`src/rtl/gl_bram_read_arb_if.sv`:
```
// Bundles the request/grant/return signals of both BRAM requesters and the BRAM read port.
// Latency: none (wiring only).
// Backpressure: none here; the arbiter owns request/grant sequencing.
//
// Ports (as seen by the arbiter, modport slave):
//   if_req/if_addr     in   instruction fetch request and word address
//   if_gnt             out  fetch request accepted (1-cycle pulse)
//   if_valid/if_data   out  fetched word and its valid pulse
//   dt_req/dt_addr     in   operand burst request and base address
//   dt_gnt             out  burst request accepted (1-cycle pulse)
//   dt_valid           out  all four lanes valid (1-cycle pulse)
//   dt_data_0..3       out  burst lanes
//   busy               out  transaction in progress
//   bram_en/bram_addr  out  BRAM read enable and read address
//   bram_data_in       in   BRAM read data
// The master modport is the environment: both requesters plus the BRAM.
interface gl_bram_read_arb_if;
    logic        if_req;
    logic [31:0] if_addr;
    logic        if_gnt;
    logic        if_valid;
    logic [31:0] if_data;
    logic        dt_req;
    logic [31:0] dt_addr;
    logic        dt_gnt;
    logic        dt_valid;
    logic [31:0] dt_data_0;
    logic [31:0] dt_data_1;
    logic [31:0] dt_data_2;
    logic [31:0] dt_data_3;
    logic        busy;
    logic        bram_en;
    logic [31:0] bram_addr;
    logic [31:0] bram_data_in;

    modport slave (
        input  if_req, if_addr, dt_req, dt_addr, bram_data_in,
        output if_gnt, if_valid, if_data, dt_gnt, dt_valid,
               dt_data_0, dt_data_1, dt_data_2, dt_data_3,
               busy, bram_en, bram_addr
    );

    modport master (
        output if_req, if_addr, dt_req, dt_addr, bram_data_in,
        input  if_gnt, if_valid, if_data, dt_gnt, dt_valid,
               dt_data_0, dt_data_1, dt_data_2, dt_data_3,
               busy, bram_en, bram_addr
    );
endinterface

```
`src/rtl/gl_bram_read_arb.sv`:
```
// Shares one BRAM read port between 1-word fetch reads and 4-word operand bursts.
// Latency: grant T, addresses from T+1, valid pulse at T+1+words+RD_LAT.
// Backpressure: requests wait while busy; gnt only from IDLE, round-robin on a tie.
//
// Ports: clk, reset (async, active-low) plus the gl_bram_read_arb_if slave
// modport carrying both requester handshakes, returned data and the BRAM port.
module gl_bram_read_arb #(
    parameter int RD_LAT    = 1,
    parameter int ADDR_STEP = 4,
    parameter int BURST     = 4
) (
    input  logic              clk,
    input  logic              reset,
    gl_bram_read_arb_if.slave bus
);
    typedef enum logic [1:0] {IDLE, ISSUE, DRAIN} state_t;

    localparam logic [1:0]  LAST_IDX = 2'(BURST - 1);
    localparam logic [31:0] STEP     = 32'(ADDR_STEP);

    state_t                   state_q, state_d;
    logic                     rst_done_q, rst_done_d;
    logic                     last_dt_q, last_dt_d;
    logic                     txn_dt_q, txn_dt_d;
    logic [31:0]              base_q, base_d;
    logic [1:0]               cnt_q, cnt_d;
    logic [RD_LAT-1:0]        pipe_vld_q, pipe_vld_d;
    logic [RD_LAT-1:0]        pipe_last_q, pipe_last_d;
    logic [RD_LAT-1:0][1:0]   pipe_lane_q, pipe_lane_d;
    logic [31:0]              if_data_q, if_data_d;
    logic [3:0][31:0]         lane_q, lane_d;
    logic                     if_valid_q, if_valid_d;
    logic                     dt_valid_q, dt_valid_d;

    logic grant_if, grant_dt, issue, issue_last, cap, cap_last;

    always_comb begin
        grant_if    = 1'b0;
        grant_dt    = 1'b0;
        state_d     = state_q;
        rst_done_d  = 1'b1;
        last_dt_d   = last_dt_q;
        txn_dt_d    = txn_dt_q;
        base_d      = base_q;
        cnt_d       = cnt_q;
        pipe_vld_d  = pipe_vld_q;
        pipe_last_d = pipe_last_q;
        pipe_lane_d = pipe_lane_q;
        if_data_d   = if_data_q;
        lane_d      = lane_q;
        if_valid_d  = 1'b0;
        dt_valid_d  = 1'b0;

        // No grant until the first edge after reset release has been seen.
        if (state_q == IDLE && rst_done_q) begin
            if (bus.if_req && bus.dt_req) begin
                grant_dt = !last_dt_q;
                grant_if = last_dt_q;
            end else begin
                grant_if = bus.if_req;
                grant_dt = bus.dt_req;
            end
        end

        issue      = (state_q == ISSUE);
        issue_last = issue && (!txn_dt_q || cnt_q == LAST_IDX);
        cap        = pipe_vld_q[RD_LAT-1];
        cap_last   = cap && pipe_last_q[RD_LAT-1];

        case (state_q)
            IDLE: begin
                if (grant_if || grant_dt) begin
                    state_d   = ISSUE;
                    txn_dt_d  = grant_dt;
                    last_dt_d = grant_dt;
                    base_d    = grant_dt ? bus.dt_addr : bus.if_addr;
                    cnt_d     = 2'd0;
                end
            end
            ISSUE: begin
                if (issue_last) begin
                    state_d = DRAIN;
                    cnt_d   = 2'd0;
                end else begin
                    cnt_d = cnt_q + 2'd1;
                end
            end
            DRAIN: begin
                // The final word always lands after the last issue, so only DRAIN can see it.
                if (cap_last) state_d = IDLE;
            end
            default: state_d = IDLE;
        endcase

        // Tag pipe mirrors the BRAM latency: stage RD_LAT-1 lines up with its data.
        for (int i = RD_LAT - 1; i > 0; i--) begin
            pipe_vld_d[i]  = pipe_vld_q[i-1];
            pipe_last_d[i] = pipe_last_q[i-1];
            pipe_lane_d[i] = pipe_lane_q[i-1];
        end
        pipe_vld_d[0]  = issue;
        pipe_last_d[0] = issue_last;
        pipe_lane_d[0] = cnt_q;

        if (cap) begin
            if (txn_dt_q) lane_d[pipe_lane_q[RD_LAT-1]] = bus.bram_data_in;
            else          if_data_d                     = bus.bram_data_in;
        end
        if_valid_d = cap_last && !txn_dt_q;
        dt_valid_d = cap_last && txn_dt_q;
    end

    always_ff @(posedge clk or negedge reset) begin
        if (!reset) begin
            state_q     <= IDLE;
            rst_done_q  <= 1'b0;
            last_dt_q   <= 1'b0;
            txn_dt_q    <= 1'b0;
            base_q      <= '0;
            cnt_q       <= '0;
            pipe_vld_q  <= '0;
            pipe_last_q <= '0;
            pipe_lane_q <= '0;
            if_data_q   <= '0;
            lane_q      <= '0;
            if_valid_q  <= 1'b0;
            dt_valid_q  <= 1'b0;
        end else begin
            state_q     <= state_d;
            rst_done_q  <= rst_done_d;
            last_dt_q   <= last_dt_d;
            txn_dt_q    <= txn_dt_d;
            base_q      <= base_d;
            cnt_q       <= cnt_d;
            pipe_vld_q  <= pipe_vld_d;
            pipe_last_q <= pipe_last_d;
            pipe_lane_q <= pipe_lane_d;
            if_data_q   <= if_data_d;
            lane_q      <= lane_d;
            if_valid_q  <= if_valid_d;
            dt_valid_q  <= dt_valid_d;
        end
    end

    assign bus.if_gnt    = grant_if;
    assign bus.dt_gnt    = grant_dt;
    assign bus.if_valid  = if_valid_q;
    assign bus.dt_valid  = dt_valid_q;
    assign bus.if_data   = if_data_q;
    assign bus.dt_data_0 = lane_q[0];
    assign bus.dt_data_1 = lane_q[1];
    assign bus.dt_data_2 = lane_q[2];
    assign bus.dt_data_3 = lane_q[3];
    assign bus.busy      = grant_if || grant_dt || (state_q != IDLE) || if_valid_q || dt_valid_q;
    assign bus.bram_en   = issue;
    // Burst addresses wrap modulo 2^32 through the natural 32-bit sum.
    assign bus.bram_addr = issue ? (base_q + STEP * {30'd0, cnt_q}) : 32'd0;
endmodule

```
`src/flat_wrapper.sv`:
```
// flat-port wrapper written by rule: the top's interface ports become plain ports
module gl_bram_read_arb_flat 
#(
    parameter int RD_LAT    = 1,
    parameter int ADDR_STEP = 4,
    parameter int BURST     = 4
)
  (clk, reset, bus_if_req, bus_if_addr, bus_dt_req, bus_dt_addr, bus_bram_data_in, bus_if_gnt, bus_if_valid, bus_if_data, bus_dt_gnt, bus_dt_valid, bus_dt_data_0, bus_dt_data_1, bus_dt_data_2, bus_dt_data_3, bus_busy, bus_bram_en, bus_bram_addr);
  gl_bram_read_arb_if bus_i ();
  input  logic clk;
  input  logic reset;
  input wire logic [$bits(bus_i.if_req)-1:0] bus_if_req;
  input wire logic [$bits(bus_i.if_addr)-1:0] bus_if_addr;
  input wire logic [$bits(bus_i.dt_req)-1:0] bus_dt_req;
  input wire logic [$bits(bus_i.dt_addr)-1:0] bus_dt_addr;
  input wire logic [$bits(bus_i.bram_data_in)-1:0] bus_bram_data_in;
  output wire logic [$bits(bus_i.if_gnt)-1:0] bus_if_gnt;
  output wire logic [$bits(bus_i.if_valid)-1:0] bus_if_valid;
  output wire logic [$bits(bus_i.if_data)-1:0] bus_if_data;
  output wire logic [$bits(bus_i.dt_gnt)-1:0] bus_dt_gnt;
  output wire logic [$bits(bus_i.dt_valid)-1:0] bus_dt_valid;
  output wire logic [$bits(bus_i.dt_data_0)-1:0] bus_dt_data_0;
  output wire logic [$bits(bus_i.dt_data_1)-1:0] bus_dt_data_1;
  output wire logic [$bits(bus_i.dt_data_2)-1:0] bus_dt_data_2;
  output wire logic [$bits(bus_i.dt_data_3)-1:0] bus_dt_data_3;
  output wire logic [$bits(bus_i.busy)-1:0] bus_busy;
  output wire logic [$bits(bus_i.bram_en)-1:0] bus_bram_en;
  output wire logic [$bits(bus_i.bram_addr)-1:0] bus_bram_addr;
  assign bus_i.if_req = bus_if_req;
  assign bus_i.if_addr = bus_if_addr;
  assign bus_i.dt_req = bus_dt_req;
  assign bus_i.dt_addr = bus_dt_addr;
  assign bus_i.bram_data_in = bus_bram_data_in;
  assign bus_if_gnt = bus_i.if_gnt;
  assign bus_if_valid = bus_i.if_valid;
  assign bus_if_data = bus_i.if_data;
  assign bus_dt_gnt = bus_i.dt_gnt;
  assign bus_dt_valid = bus_i.dt_valid;
  assign bus_dt_data_0 = bus_i.dt_data_0;
  assign bus_dt_data_1 = bus_i.dt_data_1;
  assign bus_dt_data_2 = bus_i.dt_data_2;
  assign bus_dt_data_3 = bus_i.dt_data_3;
  assign bus_busy = bus_i.busy;
  assign bus_bram_en = bus_i.bram_en;
  assign bus_bram_addr = bus_i.bram_addr;
  gl_bram_read_arb #(.RD_LAT(RD_LAT), .ADDR_STEP(ADDR_STEP), .BURST(BURST)) u_core (.clk(clk), .reset(reset), .bus(bus_i));
endmodule
```
`config.mk`:
```
export PLATFORM = sky130hd
export DESIGN_NAME = gl_bram_read_arb_flat
export DESIGN_NICKNAME = d
export VERILOG_FILES = /design/src/rtl/gl_bram_read_arb_if.sv /design/src/rtl/gl_bram_read_arb.sv /design/src/flat_wrapper.sv
export SDC_FILE = /design/constraint.sdc
export NUM_CORES = 1
export LEC_CHECK = 0
export ABC_AREA = 1
export CAP_MARGIN = 20
export CORE_AREA = 2 2 137 139
export DETAILED_ROUTE_END_ITERATION = 10
export DIE_AREA = 0 0 139 141
export GPL_ROUTABILITY_DRIVEN = 0
export PLACE_DENSITY = 0.84
export SYNTH_ARGS = -nofsm -noshare
export SYNTH_HDL_FRONTEND = slang
export SYNTH_SLANG_ARGS = --single-unit
```
`constraint.sdc`:
```
create_clock -name clk -period 4.9 [get_ports clk]
set_input_delay 1.47 -clock clk [delete_from_list [all_inputs] [get_ports clk]]
set_output_delay 1.47 -clock clk [all_outputs]
set_load 0.02 [all_outputs]
```
==> results.toml <==
[place]
port_buffers = 297
placed_area_sq_um = 11900
dp_hpwl_mm = 17.6

[critical_path]
worstPathCellList = "clkdlybuf4s50_1 -> a21boi_0 -> nand2_2 -> inv_1 -> clkdlybuf4s50_1"
path_buf_inv = 3
worstSetupStartpointType = "input port"
critPathTopFamily = "buffers and inverters"
slowest_stage = "clkdlybuf4s50_1"
arrival_ps = 3020
crit_required_ps = 3430
crit_type = "in -> out"
slowest_delay_ps = 600
cp-end-kind = "output port"
cpMostUsedCell = "clkdlybuf4s50_1"
path_max_fanout = 3

[timing]
hold_viol_final = 0
clock.fmax_ghz = 0.223
final.period_utilization_pct = 91.7
setup_viol = 0
skew_ps = 11.5
rsz0062_at_grt = "no"
worst_pin_slew_ps = 716
hold-worst-slack_ps = 478
relSlewSlack_pct = 52.3
maxSlewViolCount = 0
finalCriticalPeriod_ps = 4490
tns_ps = 0

[detailed_routing]
post_drt_wl_per_cell_um = 16.3
viasPerCell = 5.17
wl_mm = 25.6
firstDrtPassIters = 5
postRouteAntennaNets = 0
vias = 8114
drtIter0Drc = 514
drc = 0

[layout]
area_delta_synth_final_pct = 43.9
antenna_cells = 0
fin_area_sq_um = 12600
layout.nets = 1424
drive_gt1_share_pct = 4.19

[clock_tree]
htreeDepth = 1
clockRootBuffer = "clkbuf_16"
clk_pin_slew_ps = 60
cts_buffers = 22
cts_hold_buf = 0
cts_tree = "built"
ctsResizeCount = 0
max-clock-path-buffers = 3
post_cts_buffers = 0
clk_latency_ps = 500
clock_sinks = 204

[status]
status = "complete, no violations"

[floorplan]
start_util_pct = 48.0
io_pins = 298
die_w_um = 139
dieArea_sq_um = 19600
core-area_sq_um = 18300
row_count = 50
die_y_um = 141

[global_routing]
track_usage_pct = 25.5
gr-total-overflow = 0
grt_max_degree = 89
antenna_found_initial = 0
grt_pass1_wl_mm = 40.5
grt_pass1_vias = 7840

[pwr]
leakage_nw = 5.92
p_int_mw = 5.19
power.switching_mw = 3.42
power.share.sequential_pct = 35.3
swShare_pct = 39.8
pwr-share-clk_pct = 18.4
ir_worst_vdd_mv = 0.529
power_frac_comb_pct = 46.3
cellPowerDensity_nw_per_um2 = 683

[logic_synthesis]
synth.net_count = 1140
ys_types = 30
syn-cell-area_sq_um = 8760
synth_area_per_cell_sq_um = 8.46
seq_area_frac_synth_pct = 58.3
yosys_register_bits = 204
synth-edff-count = 0
yosys_most_used_dff = "dfrtp_1"
async_flop_share_pct = 100
ys.warnings.count = 0
netlist_instances = 1036

[hold_path]
hold_class = "reg -> reg"

[flow_run]
maxCapViolCount = 0
placed cells by master, fill, tap and decap left out, types with 2 or more instances in the layout:
| cell type | count |
|---|---|
| ha_1 | 3 |
| clkbuf_16 | 23 |
| nor3_1 | 2 |
| nand3_1 | 18 |
| dfrtp_1 | 204 |
| buf_12 | 2 |
| clkbuf_1 | 5 |
| buf_4 | 8 |
| clkinv_2 | 4 |
| inv_1 | 101 |
| clkdlybuf4s50_1 | 296 |
| clkbuf_8 | 7 |
| o21ai_1 | 7 |
| nand2_1 | 291 |
| o21ai_0 | 161 |
| nand3_2 | 3 |
| xnor2_1 | 3 |
| nor2_1 | 105 |
| a21oi_1 | 77 |
| nand2_2 | 2 |
final timing paths:
check | slack (ps) | from | depth (start not counted) | endpoint
min in group asynchronous | 1030 | reset | 1 | u_core.bus.if_data[29]
max reg2reg | 2810 | u_core.last_dt_q | 6 | u_core.bus.dt_data_2[16]
max in group asynchronous | 2780 | reset | 2 | u_core.bus.if_data[17]
max | 410 | bus_dt_req | 5 | bus_dt_gnt
min | 480 | u_core.cnt_q[0] | 0 | u_core.pipe_lane_q[0]
min reg2reg | 480 | u_core.cnt_q[0] | 0 | u_core.pipe_lane_q[0]
Yosys cell counts, types with 5 or more instances:
cell / number / area share (%)
inv_1: 101 / 4.3
buf_4: 5 / 0.43
a21oi_1: 77 / 4.4
o21ai_1: 7 / 0.40
nor2_1: 105 / 4.5
o21ai_0: 161 / 9.2
dfrtp_1: 204 / 58
nand2_1: 292 / 13
clkbuf_1: 21 / 0.90
nand3_1: 18 / 1.0
buf_2: 17 / 0.97
metal layers:
| metal | track usage (%) | vias to the layer above | share of wire (%) |
|---|---|---|---|
| met5 | 0 | - | 0 |
| met4 | 9.89 | 0 | 3.8 |
| met3 | 5.74 | 79 | 9.0 |
| met2 | 43.1 | 423 | 48 |
| met1 | 32.2 | 3746 | 39 |
| li1 | - | 3866 | - |
registers in the layout (all words and copies together) (netlist names):
register / cells
u_core.bus.if_data: 32
u_core.cnt_q: 2
u_core.base_q: 32
u_core.bus.if_valid: 1
u_core.bus.dt_data_1: 32
u_core.bus.dt_data_0: 32
u_core.bus.dt_data_3: 32
u_core.pipe_lane_q: 2
u_core.bus.dt_data_2: 32
u_core.pipe_last_q: 1
u_core.last_dt_q: 1
u_core.state_q: 2
u_core.cap: 1
u_core.rst_done_q: 1
u_core.bus.dt_valid: 1
layout make-up:
| type | instances | area (sq um) |
|---|---|---|
| fillers | 1398 | 5660 |
| well taps | 234 | 293 |
| flip-flops and latches | 204 | 5100 |
| clock buffers | 34 | 677 |
| inverters | 102 | 383 |
| repair buffers | 307 | 3080 |
| clock inverters | 5 | 27.5 |
| multi-input cells | 683 | 3050 |
stage by stage:
stage	std cells	util [%]	power, mW	setup WS (ps)
after CTS	1568	68.9	8.65	399
final	1569	69.0	8.61	408
after global routing	1569	69.0	9.12	276
after floorplan	1036	-	4.98	1240
after detailed placement	1529	65.1	7.00	408
after global placement	1529	65.1	6.87	435
power groups by stage:
stage	clock network [mW]	logic, mW	registers [mW]
global route	1.68	4.30	3.14
CTS	1.62	4.00	3.03
global placement	0	3.86	3.01
finish	1.59	3.98	3.04
detailed placement	0	3.95	3.05
floorplan	0	1.25	3.74
cell families after synthesis:
logic type	count (synthesis)	share of synthesized area (%)
other cells	1	0.0428
flops	204	58.3
compound gates	249	14.4
simple gates	425	19.2
fa+ha+maj	4	0.657
xor+xnor	4	0.400
buf+inv	149	7.10
No activity file was read; power rests on OpenSTA's default activity.
==> variant 1, RTL diff (config.mk and constraints unchanged) <==
`RD_LAT` is set to 1 in 2 places; all go to 2. Comments in the files are not updated.
--- a/src/rtl/gl_bram_read_arb.sv
+++ b/src/rtl/gl_bram_read_arb.sv
@@ -6,5 +6,5 @@
 // modport carrying both requester handshakes, returned data and the BRAM port.
 module gl_bram_read_arb #(
-    parameter int RD_LAT    = 1,
+    parameter int RD_LAT    = 2,
     parameter int ADDR_STEP = 4,
     parameter int BURST     = 4
--- a/src/flat_wrapper.sv
+++ b/src/flat_wrapper.sv
@@ -2,5 +2,5 @@
 module gl_bram_read_arb_flat 
 #(
-    parameter int RD_LAT    = 1,
+    parameter int RD_LAT    = 2,
     parameter int ADDR_STEP = 4,
     parameter int BURST     = 4
Behaviour: not the same (a bounded check fails within 10 cycles, from zero or initial values and one cycle with reset low).
==> variant 1 against the unedited design <==
  * Combinational power is 3% higher
  * Count of clock-buffer cells in the layout down 3
  * Clock skew is 0.0047 ns lower
  * Synthesized area grew 1.2%
  * Power is 2.1% higher
  * Sequential cell count increased by 4
  * Setup slack worse by 0.065 ns
  * Design area rose by 0.79%
  * Critical path depth did not move
  * Routed wire length fell by 0.76%
  * Via count about the same
==> variant 1: results (changes against the unedited design) <==
status=complete, no violations (unchanged); clock network latency to the later pin of the worst-skew pair=between 0.4 and 0.5 ns; FFs w/ async S/R, synth=1.00 (unchanged); Avg Cell Area, Syn=8.53 um2 (was 8.46 um2); clock buffer count from CTS=22 (unchanged); yosys warns=0 (unchanged); Hold Path Class=flop to flop (unchanged); Wirelength per Cell=16.1 um (was 16.3 um); clock buffer depth=3 (unchanged); relative slew slack=0.370 (was 0.523); Post-synth top cells=292 x nand2_1, 208 x dfrtp_1, 164 x o21ai_0, 105 x nor2_1, 100 x inv_1 (was 292 x nand2_1, 204 x dfrtp_1, 161 x o21ai_0, 105 x nor2_1, 101 x inv_1); VDD IR max=0.000502 V (was 0.000529 V); Port Buffers=297 (unchanged); layout cell share with drive strength beyond 1=0.0426 (was 0.0419); r2r setup slk=2.69 ns (was 2.81 ns); Pleak=5.97 nW (was 5.92 nW); Fin Clk Skew=0.00682 ns (was 0.0115 ns); final net count=1428 (was 1424); initial antenna violation count=0 (unchanged); Synth area leaders=dfrtp_1 59%, nand2_1 12%, o21ai_0 9.3% (was dfrtp_1 58%, nand2_1 13%, o21ai_0 9.2%); DRT Pass-1 Iters=5 (unchanged); GRT Util Overall=0.256 (was 0.255); synth unique cells=30 (unchanged); Reg clk slew, reported paths=0.06 ns (about the same); Initial DRC Count=515 (was 514); drt drc=0 (unchanged); post-CTS setup buffers=0 (unchanged); Root Buffer=clkbuf_16 (unchanged); sequential area share after synthesis=0.587 (was 0.583); final antenna diode count=0 (unchanged); data arrival time of the critical path=3.09 ns (was 3.02 ns); largest net degree at the start of global routing=89 (unchanged); post-synth net total=1144 (was 1140); placed insts=1533 (was 1529); final cell count without fillers=1573 (was 1569); post-CTS resize count=0 (unchanged); dpl hpwl=17900 um (was 17600 um); H-tree levels=1 (unchanged); number of global-route vias before repair=7809 (was 7840); Worst Path Max Fanout=3 (unchanged); first-pass GRT wire length=40900 um (was 40500 um); Avg Vias per Cell=5.16 (was 5.17); Hold WS=0.346 ns (was 0.478 ns)
==> variant 1: cell count changes in the layout (fill, tap and decap cells not counted), moves of 2 or more <==
cell	before	now
clkbuf_8	7	4
o21ai_0	161	164
dfrtp_1	204	208
o21ai_1	7	5
clkinv_2	4	6
==> variant 1: worst paths after layout <==
check                                                      from                                   end  cells past startpoint
worst min-delay path            u_core.pipe_last_q[0]$_DFF_PN0_       u_core.pipe_last_q[1]$_DFF_PN0_                      0
min in group asynchronous                                 reset  u_core.bus.dt_data_1[28]$_DFFE_PN0P_                      1
max in group asynchronous                                 reset          u_core.base_q[5]$_DFFE_PN0P_                      2
worst max register to register     u_core.last_dt_q$_DFFE_PN0P_   u_core.bus.dt_data_3[1]$_DFFE_PN0P_                      5
worst min register to register  u_core.pipe_last_q[0]$_DFF_PN0_       u_core.pipe_last_q[1]$_DFF_PN0_                      0
worst max-delay path                                 bus_dt_req                            bus_dt_gnt                      5
==> variant 1: routing by layer <==
layer / vias up / global-route usage / share of wire
met1: 3809 / 0.331 / 0.40
met3: 51 / 0.0496 / 0.081
li1: 3881 / - / -
met4: 0 / 0.0856 / 0.028
met2: 381 / 0.437 / 0.49
met5: - / 0 / 0
==> variant 1: logic make-up (layout without fill, tap and decap cells) <==
family | Yosys count | in the layout | synth area share
fa+ha+maj | 4 | 4 | 0.00649
buf+inv | 149 | 448 | 0.0707
flops | 208 | 208 | 0.587
simple gates | 425 | 425 | 0.189
other cells | 1 | 1 | 0.000423
compound gates | 249 | 249 | 0.142
xor+xnor | 4 | 4 | 0.00395
==> variant 1: report_power, final <==
group	switching, mW	internal (mW)	leakage [nW]
combinational	2.29	1.80	3.15
clock	0.652	0.956	0.353
sequential	0.568	2.53	2.47
total	3.51	5.29	5.97
==> variant 1: critical path, stage by stage <==
cell and delay, ns:
clkdlybuf4s50_1 0.55, a21boi_0 0.24, nand2_2 0.13, inv_1 0.10
clkdlybuf4s50_1 0.60
==> variant 1: metrics by stage <==
stage | worst slack (ns) | total power [mW] | area [um2]
after floorplan | 1.24 | 5.09 | 8870
after global placement | 0.332 | 7.04 | 12000
after detailed placement | 0.340 | 7.18 | 12000
after CTS | 0.327 | 8.83 | 12700
after global routing | 0.245 | 9.33 | 12700
final | 0.343 | 8.79 | 12700
==> variant 1: area by class of cell <==
class	instances	area, um2
Sequential cell	208	5200
Timing Repair Buffer	307	3080
Inverter	102	383
Fill cell	1368	5560
Tap cell	234	293
Clock inverter	8	68.8
Multi-Input combinational cell	683	3050
Clock buffer	31	636
==> variant 2, RTL diff (same flow settings) <==
Made on the original files. Encoding of `state_t`: now one-hot (3 bits for 3 states).
--- a/src/rtl/gl_bram_read_arb.sv
+++ b/src/rtl/gl_bram_read_arb.sv
@@ -14,5 +14,5 @@
     gl_bram_read_arb_if.slave bus
 );
-    typedef enum logic [1:0] {IDLE, ISSUE, DRAIN} state_t;
+    typedef enum logic [2:0] {IDLE = 3'b001, ISSUE = 3'b010, DRAIN = 3'b100} state_t;
 
     localparam logic [1:0]  LAST_IDX = 2'(BURST - 1);
Check against the original RTL: no difference found for any inputs over 4 cycles, from zero or initial values and one cycle with reset low; so few cycles prove little.
==> variant 2 against the unedited design <==
  * Sequential share of layout area fell by 0.65 points
  * Count of clock-buffer cells in the layout is 2 lower
  * Routed wire length increased by 0.78%
  * Power down 9.7%
  * Global-route usage grew 0.52 points
  * Clock power up 8%
  * Clock skew shrank 0.0038 ns
  * Design area is 2.2% higher
  * Setup slack improved by 0.064 ns
  * Worst hold slack improved by 0.0061 ns
  * Synthesized area grew 2.4%
  * Via count is 1.4% higher
  * Sequential cell count rose by 1
==> variant 2: results (changes against the unedited design) <==
Synth Area in Compound Gates=0.114 (was 0.144); Synth area leaders=dfrtp_1 57%, nand2_1 17%, o21ai_0 7.6% (was dfrtp_1 58%, nand2_1 13%, o21ai_0 9.2%); Area Growth Syn to Fin=43.5% (was 43.9%); Avg Vias per Cell=5.10 (was 5.17); post-CTS resize count=0 (unchanged); Routed met3 length=1910 um (was 2310 um); Inverters=71 (was 102); post-synth net total=1178 (was 1140); sequential share of power=0.368 (was 0.353); dpl cell area=0.0121 mm2 (was 0.0119 mm2); Initial DRC Count=462 (was 514); synthesis-stage register bit count=205 (was 204); Wirelength per Cell=16.0 um (was 16.3 um); Worst Path Max Fanout=3 (unchanged); Pleak=5.99 nW (was 5.92 nW); area of the multi-input gates=0.00334 mm2 (was 0.00305 mm2); Post-Synth Adder-Cell Area=0.00641 (was 0.00657); fillers=1411 (was 1398); buffering overhead=0.240 (was 0.244); Fin Clk Skew=0.00773 ns (was 0.0115 ns); sequential area share after synthesis=0.572 (was 0.583); dpl hpwl=18400 um (was 17600 um); pre-CTS setup slack=0.482 ns (was 0.408 ns); Clock power frac=0.221 (was 0.184); Synth Area in XOR/XNOR=0.00585 (was 0.00400); clock network latency to the later pin of the worst-skew pair=between 0.4 and 0.5 ns; largest net degree at the start of global routing=102 (was 89); grt met3 use=0.0520 (was 0.0574); synthesized instance count=1074 (was 1036); number of global-route vias before repair=8078 (was 7840); metal2 WL=12800 um (was 12300 um); GRT Util Overall=0.260 (was 0.255); Post-synth top cells=414 x nand2_1, 204 x dfrtp_1, 137 x o21ai_0, 111 x nor2_1, 66 x inv_1 (was 292 x nand2_1, 204 x dfrtp_1, 161 x o21ai_0, 105 x nor2_1, 101 x inv_1); Global Route met1 Usage=0.317 (was 0.322); first-pass GRT wire length=41700 um (was 40500 um); relative slew slack=0.421 (was 0.523); register area=0.00513 mm2 (was 0.00510 mm2); data arrival time of the critical path=2.96 ns (was 3.02 ns); GR Util met2=0.458 (was 0.431); comb_multi_in=753 (was 683); Seq group=2.86 mW (was 3.04 mW); DR top layer=met4 (unchanged); Setup TNS Final=0 ns (unchanged); layout cell share with drive strength beyond 1=0.0683 (was 0.0419); CLK BUF=32 (was 34); status=complete, no violations (unchanged); switch share=0.376 (was 0.398); synth unique cells=33 (was 30); final net count=1466 (was 1424); VDD IR max=0.000437 V (was 0.000529 V); slowest stage cell, crit path=clkdlybuf4s50_1 (unchanged); Final clock-cell share=0.0588 (was 0.0559); bufs w/o clock=309 (was 307); Post-Route M1 WL=10100 um (was 9940 um); via count=8224 (was 8114)
variant 2: path summary, 6_finish.rpt:
check / from / to / slack [ns] / depth (start not counted)
setup / recovery: bus_dt_req / bus_dt_gnt / 0.47 / 5
hold / removal: u_core.bus.dt_data_1[27]$_DFFE_PN0P_ / u_core.bus.dt_data_1[27]$_DFFE_PN0P_ / 0.48 / 2
max in group asynchronous: reset / u_core.state_q[0]$_DFFE_PN1P_ / 2.86 / 2
setup reg to reg: u_core.last_dt_q$_DFFE_PN0P_ / u_core.bus.dt_data_3[23]$_DFFE_PN0P_ / 3.08 / 5
min in group asynchronous: reset / u_core.bus.dt_data_1[13]$_DFFE_PN0P_ / 1.06 / 1
hold reg to reg: u_core.bus.dt_data_1[27]$_DFFE_PN0P_ / u_core.bus.dt_data_1[27]$_DFFE_PN0P_ / 0.48 / 2
